<file path="config.mk">
export PLATFORM = sky130hd
export DESIGN_NAME = rf_wb_arbiter
export DESIGN_NICKNAME = d
export VERILOG_FILES = /design/src/rtl/rf_pkg.sv /design/src/rtl/rf_wb_arbiter_scoreboard.sv /design/src/rtl/rf_wb_arbiter.sv
export SDC_FILE = /design/constraint.sdc
export NUM_CORES = 1
export LEC_CHECK = 0
export CORE_MARGIN = 5
export CORE_UTILIZATION = 30
export DETAILED_ROUTE_END_ITERATION = 10
export DONT_BUFFER_PORTS = 1
export GPL_TIMING_DRIVEN = 1
export PLACE_DENSITY = 0.54
export SLEW_MARGIN = 25
export SYNTH_ARGS = -nofsm -noshare
export SYNTH_HDL_FRONTEND = slang
export SYNTH_HIERARCHICAL = 1
export SYNTH_SLANG_ARGS = --single-unit
</file>
<file path="constraint.sdc">
create_clock -name clk -period 2.7 [get_ports clk]
set_input_delay 0.54 -clock clk [delete_from_list [all_inputs] [get_ports clk]]
set_output_delay 0.54 -clock clk [all_outputs]
set_load 0.03 [all_outputs]
</file>
<file path="src/rtl/rf_pkg.sv">
// Shared register-file writeback definitions: data/address widths and the
// writeback arbiter state encoding.
package rf_pkg;

  localparam int XLEN       = 32;
  localparam int REG_ADDR_W = 5;
  localparam int NUM_REGS   = 1 << REG_ADDR_W;

  typedef enum logic {
    ST_NORMAL = 1'b0,
    ST_FORCE  = 1'b1
  } wb_state_e;

endpackage

</file>
<file path="src/rtl/rf_wb_arbiter_scoreboard.sv">
// Pending-load bitmap: a register is busy from the cycle its load issues until
// the load's data has been written back. x0 is never marked busy.
module rf_scoreboard
  import rf_pkg::*;
(
  input  logic                  clk,
  input  logic                  rst,
  input  logic                  set_valid,
  input  logic [REG_ADDR_W-1:0] set_addr,
  input  logic                  clr_valid,
  input  logic [REG_ADDR_W-1:0] clr_addr,
  input  logic [REG_ADDR_W-1:0] rs1_addr,
  input  logic [REG_ADDR_W-1:0] rs2_addr,
  output logic                  rs1_busy,
  output logic                  rs2_busy
);

  logic [NUM_REGS-1:0] pending_q;
  logic [NUM_REGS-1:0] set_mask;
  logic [NUM_REGS-1:0] clr_mask;

  // One-hot set/clear masks for this cycle's issue and writeback
  always_comb begin
    set_mask = '0;
    clr_mask = '0;
    if (set_valid && (set_addr != '0)) set_mask[set_addr] = 1'b1;
    if (clr_valid)                     clr_mask[clr_addr] = 1'b1;
  end

  // Set is applied after clear so a reissue in the retire cycle stays busy
  always_ff @(posedge clk or posedge rst) begin
    if (rst) pending_q <= '0;
    else     pending_q <= (pending_q & ~clr_mask) | set_mask;
  end

  assign rs1_busy = pending_q[rs1_addr];
  assign rs2_busy = pending_q[rs2_addr];

endmodule

</file>
<file path="src/rtl/rf_wb_arbiter.sv">
// Register-file writeback arbiter: merges ALU and LSU writeback requests onto
// a single registered write port. The LSU normally has priority; an ALU that
// has been denied STARVE_LIMIT consecutive cycles is forced through next.
// Optional load scoreboard is built when RF_WB_SCOREBOARD_EN is defined.
//
// state     | meaning
// ----------+------------------------------------------------------
// ST_NORMAL | LSU has priority, ALU granted only when LSU idle
// ST_FORCE  | ALU starved; only the ALU may be granted until it transfers
module rf_wb_arbiter
  import rf_pkg::*;
#(
  parameter int STARVE_LIMIT = 3
) (
  input  logic                  clk,
  input  logic                  rst,
  input  logic                  alu_valid,
  output logic                  alu_ready,
  input  logic [REG_ADDR_W-1:0] alu_addr,
  input  logic [XLEN-1:0]       alu_data,
  input  logic                  lsu_valid,
  output logic                  lsu_ready,
  input  logic [REG_ADDR_W-1:0] lsu_addr,
  input  logic [XLEN-1:0]       lsu_data,
  output logic                  rf_we,
  output logic [REG_ADDR_W-1:0] rf_waddr,
  output logic [XLEN-1:0]       rf_wdata
`ifdef RF_WB_SCOREBOARD_EN
  ,
  input  logic                  issue_valid,
  input  logic [REG_ADDR_W-1:0] issue_addr,
  input  logic [REG_ADDR_W-1:0] rs1_addr,
  input  logic [REG_ADDR_W-1:0] rs2_addr,
  output logic                  rs1_busy,
  output logic                  rs2_busy
`endif
);

  localparam logic [3:0] LIMIT = 4'(STARVE_LIMIT);

  wb_state_e  state_q, state_d;
  logic [3:0] starve_q, starve_d;

  // Grant decision; depends only on valids and arbiter state
  always_comb begin
    alu_ready = 1'b0;
    lsu_ready = 1'b0;
    if (!rst) begin
      if (state_q == ST_FORCE) alu_ready = alu_valid;
      else if (lsu_valid)      lsu_ready = 1'b1;
      else                     alu_ready = alu_valid;
    end
  end

  // Starvation counter and NORMAL/FORCE transitions
  always_comb begin
    starve_d = starve_q;
    state_d  = state_q;
    if (alu_ready) begin
      starve_d = 4'd0;
      state_d  = ST_NORMAL;
    end else if (alu_valid) begin
      if (starve_q != 4'hF) starve_d = starve_q + 4'd1;
      if ((state_q == ST_NORMAL) && (starve_d >= LIMIT)) state_d = ST_FORCE;
    end else begin
      starve_d = 4'd0;
    end
  end

  // Arbiter state registers
  always_ff @(posedge clk or posedge rst) begin
    if (rst) begin
      state_q  <= ST_NORMAL;
      starve_q <= 4'd0;
    end else begin
      state_q  <= state_d;
      starve_q <= starve_d;
    end
  end

  // Registered write port; x0 writes complete the handshake but never write
  always_ff @(posedge clk or posedge rst) begin
    if (rst) begin
      rf_we    <= 1'b0;
      rf_waddr <= '0;
      rf_wdata <= '0;
    end else begin
      rf_we <= (lsu_ready && (lsu_addr != '0)) || (alu_ready && (alu_addr != '0));
      if (lsu_ready) begin
        rf_waddr <= lsu_addr;
        rf_wdata <= lsu_data;
      end else if (alu_ready) begin
        rf_waddr <= alu_addr;
        rf_wdata <= alu_data;
      end
    end
  end

`ifdef RF_WB_SCOREBOARD_EN
  logic wb_from_lsu_q;

  // Remember which requester owns the write currently on the port
  always_ff @(posedge clk or posedge rst) begin
    if (rst)            wb_from_lsu_q <= 1'b0;
    else if (lsu_ready) wb_from_lsu_q <= 1'b1;
    else if (alu_ready) wb_from_lsu_q <= 1'b0;
  end

  rf_scoreboard u_scoreboard (
    .clk       (clk),
    .rst       (rst),
    .set_valid (issue_valid),
    .set_addr  (issue_addr),
    .clr_valid (rf_we && wb_from_lsu_q),
    .clr_addr  (rf_waddr),
    .rs1_addr  (rs1_addr),
    .rs2_addr  (rs2_addr),
    .rs1_busy  (rs1_busy),
    .rs2_busy  (rs2_busy)
  );
`endif

endmodule

</file>
==> impl_metrics.yaml, run 1 <==
outcome:
  status: "finished clean"
yosys:
  syn_nets: 279
  avgSynthCellArea_um2: 10.3
  synth_top_area_cell: "dfrtp_1"
  netlist_area_um2: 2070
  ys_types: 31
  synth-seq-cells: 43
  synth.area.top_cells: "dfrtp_1, mux2i_1, nor2_1"
  synth_top_area_share_pct: 52.0
  ys_seq_area_share_pct: 52.0
  yosys_warnings: 6
  syn_inst: 200
cts:
  cts_resized: 0
  cts_tree: "yes"
  cts_buffers: 5
  path_clk_slew_ns: 0.08
  cts.sinks: 43
  clk_latency_ns: 0.29
  cts_hold_buf: 0
  cts-root-buf: "clkbuf_8"
  post-cts-setup-buffers: 0
  clockBufferDepth: 2
  htreeDepth: 2
route:
  route.detailed.drc: 0
  via_per_inst: 5.31
  vias: 1482
  first_pass_iters: 4
  wl_per_cell_um: 17.8
  drtIter0Drc: 85
  wl_mm: 4.96
  postRouteAntennaNets: 0
placed_design:
  io_buffers: 0
  dp_cells: 272
  gp_congestion: 0.771
  dp_slack_ns: 0.736
  hpwl_mm: 3.62
timing:
  hold_ws_ns: 0.294
  setup_tns_ns: 0
  finalSetupViolCount: 0
  max_freq_mhz: 494
  min_period_over_period_pct: 75.0
  finalHoldViolCount: 0
  worstMarginPinSlew_ns: 0.640
  rsz0062_at_grt: "false"
  finalMaxSlewViolations: 0
  relSlewSlack_pct: 56.9
  fin_skew_ns: 0.00682
  layout_setup_ws_ns: 0.675
  layout_min_cycle_time_ns: 2.02
die:
  dieArea_um2: 8650
  die_x_um: 93.0
  rows: 30
  num_io_pins: 118
  coreArea_um2: 6760
  start_util_pct: 30.6
  die_h_um: 93.0
critical_path:
  cp_top_family: "simple AND/OR/NAND/NOR gates"
  required_ns: 2.16
  crit_slowest_cell: "dfrtp_1"
  crit_buf_inv: 2
  cp_max_fo: 19
  critical_path.cell_chain: "nand2b_1 -> nand2_2 -> inv_1 -> buf_4"
  start_kind: "register"
  crit_arrival_ns: 1.48
  max_stage_delay_ns: 0.41
  critPathKind: "reg -> out"
  critPathCaptureType: "primary output"
final_layout:
  post-route-util_pct: 32.6
  final_cell_count_no_fill: 279
  num-nets-final: 278
  synthToLayoutAreaGrowth_pct: 6.65
  diodes: 0
  drive_above_1_share_pct: 10.6
pwr:
  p_per_area_nw_per_um2: 877
  leakagePower_nw: 0.899
  max-vdd-ir-drop_v: 0.000277
job:
  maxCapViolations: 0
global_routing:
  grt_pass1_vias: 1532
  grt-ovfl-total: 0
  grt_pass1_wl_mm: 7.94
  grt_start_max_net_pins: 44
  antenna_found_initial: 0
  grt_util_all_layers_pct: 11.7
hold_path:
  holdCritPathClass: "in -> async"
[layout by cell type (no fill, tap or decap), types with 3 or more instances in the layout]
master    instances
o21ai_0           5
mux2i_1          21
nor2_1           40
inv_1             3
o32ai_1          12
o21ai_1          18
buf_4             4
dfrtp_1          43
nand2_1          21
clkbuf_8          5
o32ai_2           5
[path summary, 6_finish.rpt]
kind	from	to	slack, ns	cells after the start
setup / recovery	state_q	alu_ready	0.68	4
hold / removal	rst	rf_wdata[9]	0.29	2
setup reg to reg	state_q	rf_wdata[17]	0.89	6
hold reg to reg	starve_q[3]	starve_q[3]	0.55	1
max in group asynchronous	rst	rf_wdata[23]	2.00	2
min in group clk	lsu_data[31]	rf_wdata[31]	0.37	2
[registers in the layout, indices dropped and copies added, names as in the netlist]
signal and flops:
rf_waddr 5, rf_wdata 32, rf_we 1, starve_q 4, state_q 1
[synth_stat cells (all sizes together)]
library cell and number:
o21a 1, mux2i 21, or4 2, o32ai 17, a211oi 1, nor3 1
clkbuf 1, nand2 23, o22ai 1, nand3 2, a21oi 2, a31oi 1
nand2b 1, nor2b 2, nor2 40, ha 1, buf 11, o21ai 23
inv 5, xnor2 1, dfrtp 43
[power breakdown]
part	switching (mW)	total (mW)	internal [mW]	leakage, nW
registers	0.387	1.17	0.782	0.504
logic	0.161	0.289	0.129	0.343
clock network	0.206	0.477	0.271	0.0513
total	0.754	1.93	1.18	0.899
[layer usage]
layer	part of all wire (%)	global-route usage, %	wire, µm	vias up
met2	47	18.6	2340	76
li1	-	-	-	696
met1	40	14.1	1980	702
met4	1.5	3.54	74	0
met3	11	5.55	557	8
met5	0	0	0	-
[cell families after synthesis]
logic type | Yosys count | synth area share (%)
adder cells (fa/ha/maj) | 1 | 0.605
XOR/XNOR | 1 | 0.424
flip-flops | 43 | 52.0
multiplexers | 21 | 10.2
AO/OA/AOI/OAI | 46 | 16.4
AND/OR/NAND/NOR | 71 | 14.8
buffers and inverters | 17 | 5.63
[per-stage QoR]
stage | cell area (µm²) | power, mW
floorplan | 2070 | 1.41
global placement | 2100 | 1.47
detailed placement | 2100 | 1.48
CTS | 2210 | 1.98
global route | 2210 | 2.07
finish | 2210 | 1.93
[layout make-up]
class / instances / area (µm²)
clock inverters: 1 / 30.0
flip-flops and latches: 43 / 1080
clock buffers: 6 / 72.6
well taps: 80 / 100
inverters: 5 / 21.3
repair buffers: 4 / 30.0
fillers: 698 / 4550
multi-input cells: 140 / 876
[worst register-to-register path, cell delays in order (launching register included)]
cell,delay [ns]
dfrtp_1,0.41
nor2b_2,0.18
nand2_4,0.16
inv_4,0.35
buf_4,0.37
o32ai_1,0.14
nor2_1,0.13
Power figures use the tool's default switching activity.
==> inputs of run 2 (changes only) <==
==> constraint.sdc (replaced) <==
create_clock -name clk -period 2 [get_ports clk]
set_input_delay 0.4 -clock clk [delete_from_list [all_inputs] [get_ports clk]]
set_output_delay 0.4 -clock clk [all_outputs]
set_load 0.03 [all_outputs]
==> run 2 against run 1 <==
Compared with the run above:
- first-iteration DRC count down 73%
- total power up 29%
- sequential power up 34%
- setup slack worse by 0.43 ns
==> impl_metrics.yaml, run 2 (synthesized netlist as in run 1, its figures left out) <==
outcome:
  status: "finished clean"
critical_path:
  cp_max_fo: 20
  start_kind: "register"
  max_stage_delay_ns: 0.41
  crit_arrival_ns: 1.36
  critPathKind: "reg -> out"
  critPathCaptureType: "primary output"
  critical_path.cell_chain: "nor2b_2 -> nand2_4 -> inv_4"
  required_ns: 1.60
  crit_slowest_cell: "dfrtp_1"
  reg2reg_slack_ns: 0.38
cts:
  clk_latency_ns: 0.29
  cts_hold_buf: 0
  post-cts-setup-buffers: 0
  cts.sinks: 43
  path_clk_slew_ns: 0.08
  htreeDepth: 2
  cts-root-buf: "clkbuf_8"
  cts_resized: 0
  clockBufferDepth: 2
  cts_buffers: 5
  cts_tree: "yes"
timing:
  finalHoldViolCount: 0
  finalSetupViolCount: 0
  fin_skew_ns: 0.00758
  worstMarginPinSlew_ns: 0.562
  setup_tns_ns: 0
  layout_min_cycle_time_ns: 1.76
  hold_ws_ns: 0.180
  finalMaxSlewViolations: 0
  min_period_over_period_pct: 87.9
  max_freq_mhz: 569
  relSlewSlack_pct: 62.5
  rsz0062_at_grt: "false"
die:
  die_x_um: 93.0
  rows: 30
  coreArea_um2: 6760
  die_h_um: 93.0
  start_util_pct: 30.6
  num_io_pins: 118
  dieArea_um2: 8650
placed_design:
  post_dp_cell_area_um2: 2140
  hpwl_mm: 3.60
  io_buffers: 0
  gp_congestion: 0.748
  dp_cells: 275
final_layout:
  num-nets-final: 281
  final_common_cell: "dfrtp_1"
  final_area_um2: 2220
  multiInputGateArea_um2: 876
  filler_cell_count: 694
  final_cell_count_no_fill: 283
  synthToLayoutAreaGrowth_pct: 7.32
  largest_reg_flops: 32
  largest-register: "rf_wdata"
  top_regs: "rf_wdata: 32 flops, rf_waddr: 5 flops, starve_q: 4 flops"
  regArea_um2: 1080
  final_cell_mix: "dfrtp_1, nor2_1, mux2i_1, nand2_1, o21ai_1"
  diodes: 0
  drive_above_1_share_pct: 11.8
global_routing:
  grt_start_max_net_pins: 44
  grt_util_all_layers_pct: 11.5
  grt_pass1_wl_mm: 8.06
  grt-ovfl-total: 0
  grt_pass1_vias: 1620
  antenna_found_initial: 0
pwr:
  swShare_pct: 40.8
  max-vdd-ir-drop_v: 0.000441
  p_per_area_nw_per_um2: 1130
  switchingPower_mw: 1.02
  total_power_mw: 2.50
  clkPwrFrac_pct: 21.2
  combPwrFrac_pct: 16.0
  leakagePower_nw: 0.908
  seqPwrFrac_pct: 62.8
  p_int_mw: 1.48
route:
  postRouteAntennaNets: 0
  drtIter0Drc: 23
  via_per_inst: 5.11
  route.detailed.drc: 0
  first_pass_iters: 4
  vias: 1447
  wl_mm: 4.98
  wl_per_cell_um: 17.6
hold_path:
  holdCritPathClass: "in -> async"
job:
  maxCapViolations: 0
[run 2: worst max-delay path, delay by kind of cell, from the launching register on]
kind | cells | cell delay, ns
and+or+nand+nor | 2 | 0.34
buffers and inverters | 1 | 0.31
DFF | 1 | 0.41
[run 2: power groups by stage]
stage / Combinational [mW] / Sequential, mW / Clock, mW
floorplan: 0.355 / 1.55 / 0
global placement: 0.402 / 1.60 / 0
detailed placement: 0.413 / 1.60 / 0
CTS: 0.412 / 1.58 / 0.566
global route: 0.462 / 1.61 / 0.598
finish: 0.400 / 1.57 / 0.531
[run 2: worst paths after layout]
path,from,end,cells after the start
hold / removal,rst,rf_wdata[9],2
hold reg to reg,starve_q[3],starve_q[3],1
min in group clk,lsu_data[23],rf_wdata[23],2
setup reg to reg,state_q,rf_wdata[15],6
max in group asynchronous,rst,rf_wdata[8],2
setup / recovery,state_q,lsu_ready,3
[run 2: final cells by class]
type | count | area share, %
flip-flops and latches | 43 | 48.5
well taps | 80 | 4.51
clock buffers | 7 | 3.44
repair buffers | 7 | 2.93
clock inverters | 1 | 0.225
multi-input cells | 140 | 39.5
inverters | 5 | 0.958
[run 2: metrics by stage]
stage / utilization [%] / setup WS [ns]
finish: 32.9 / 0.241
global route: 32.9 / 0.134
CTS: 32.9 / 0.202
detailed placement: 31.6 / 0.325
global placement: 31.6 / 0.368
floorplan: - / 0.138
[run 2: layer usage]
metal / vias to the layer above / wire, µm / global-route usage (%) / part of all wire, %
met5: - / 0 / 0 / 0
met1: 677 / 2030 / 13.5 / 41
li1: 700 / - / - / -
met3: 2 / 497 / 4.99 / 10
met4: 0 / 17 / 2.32 / 0.34
met2: 68 / 2440 / 19.7 / 49
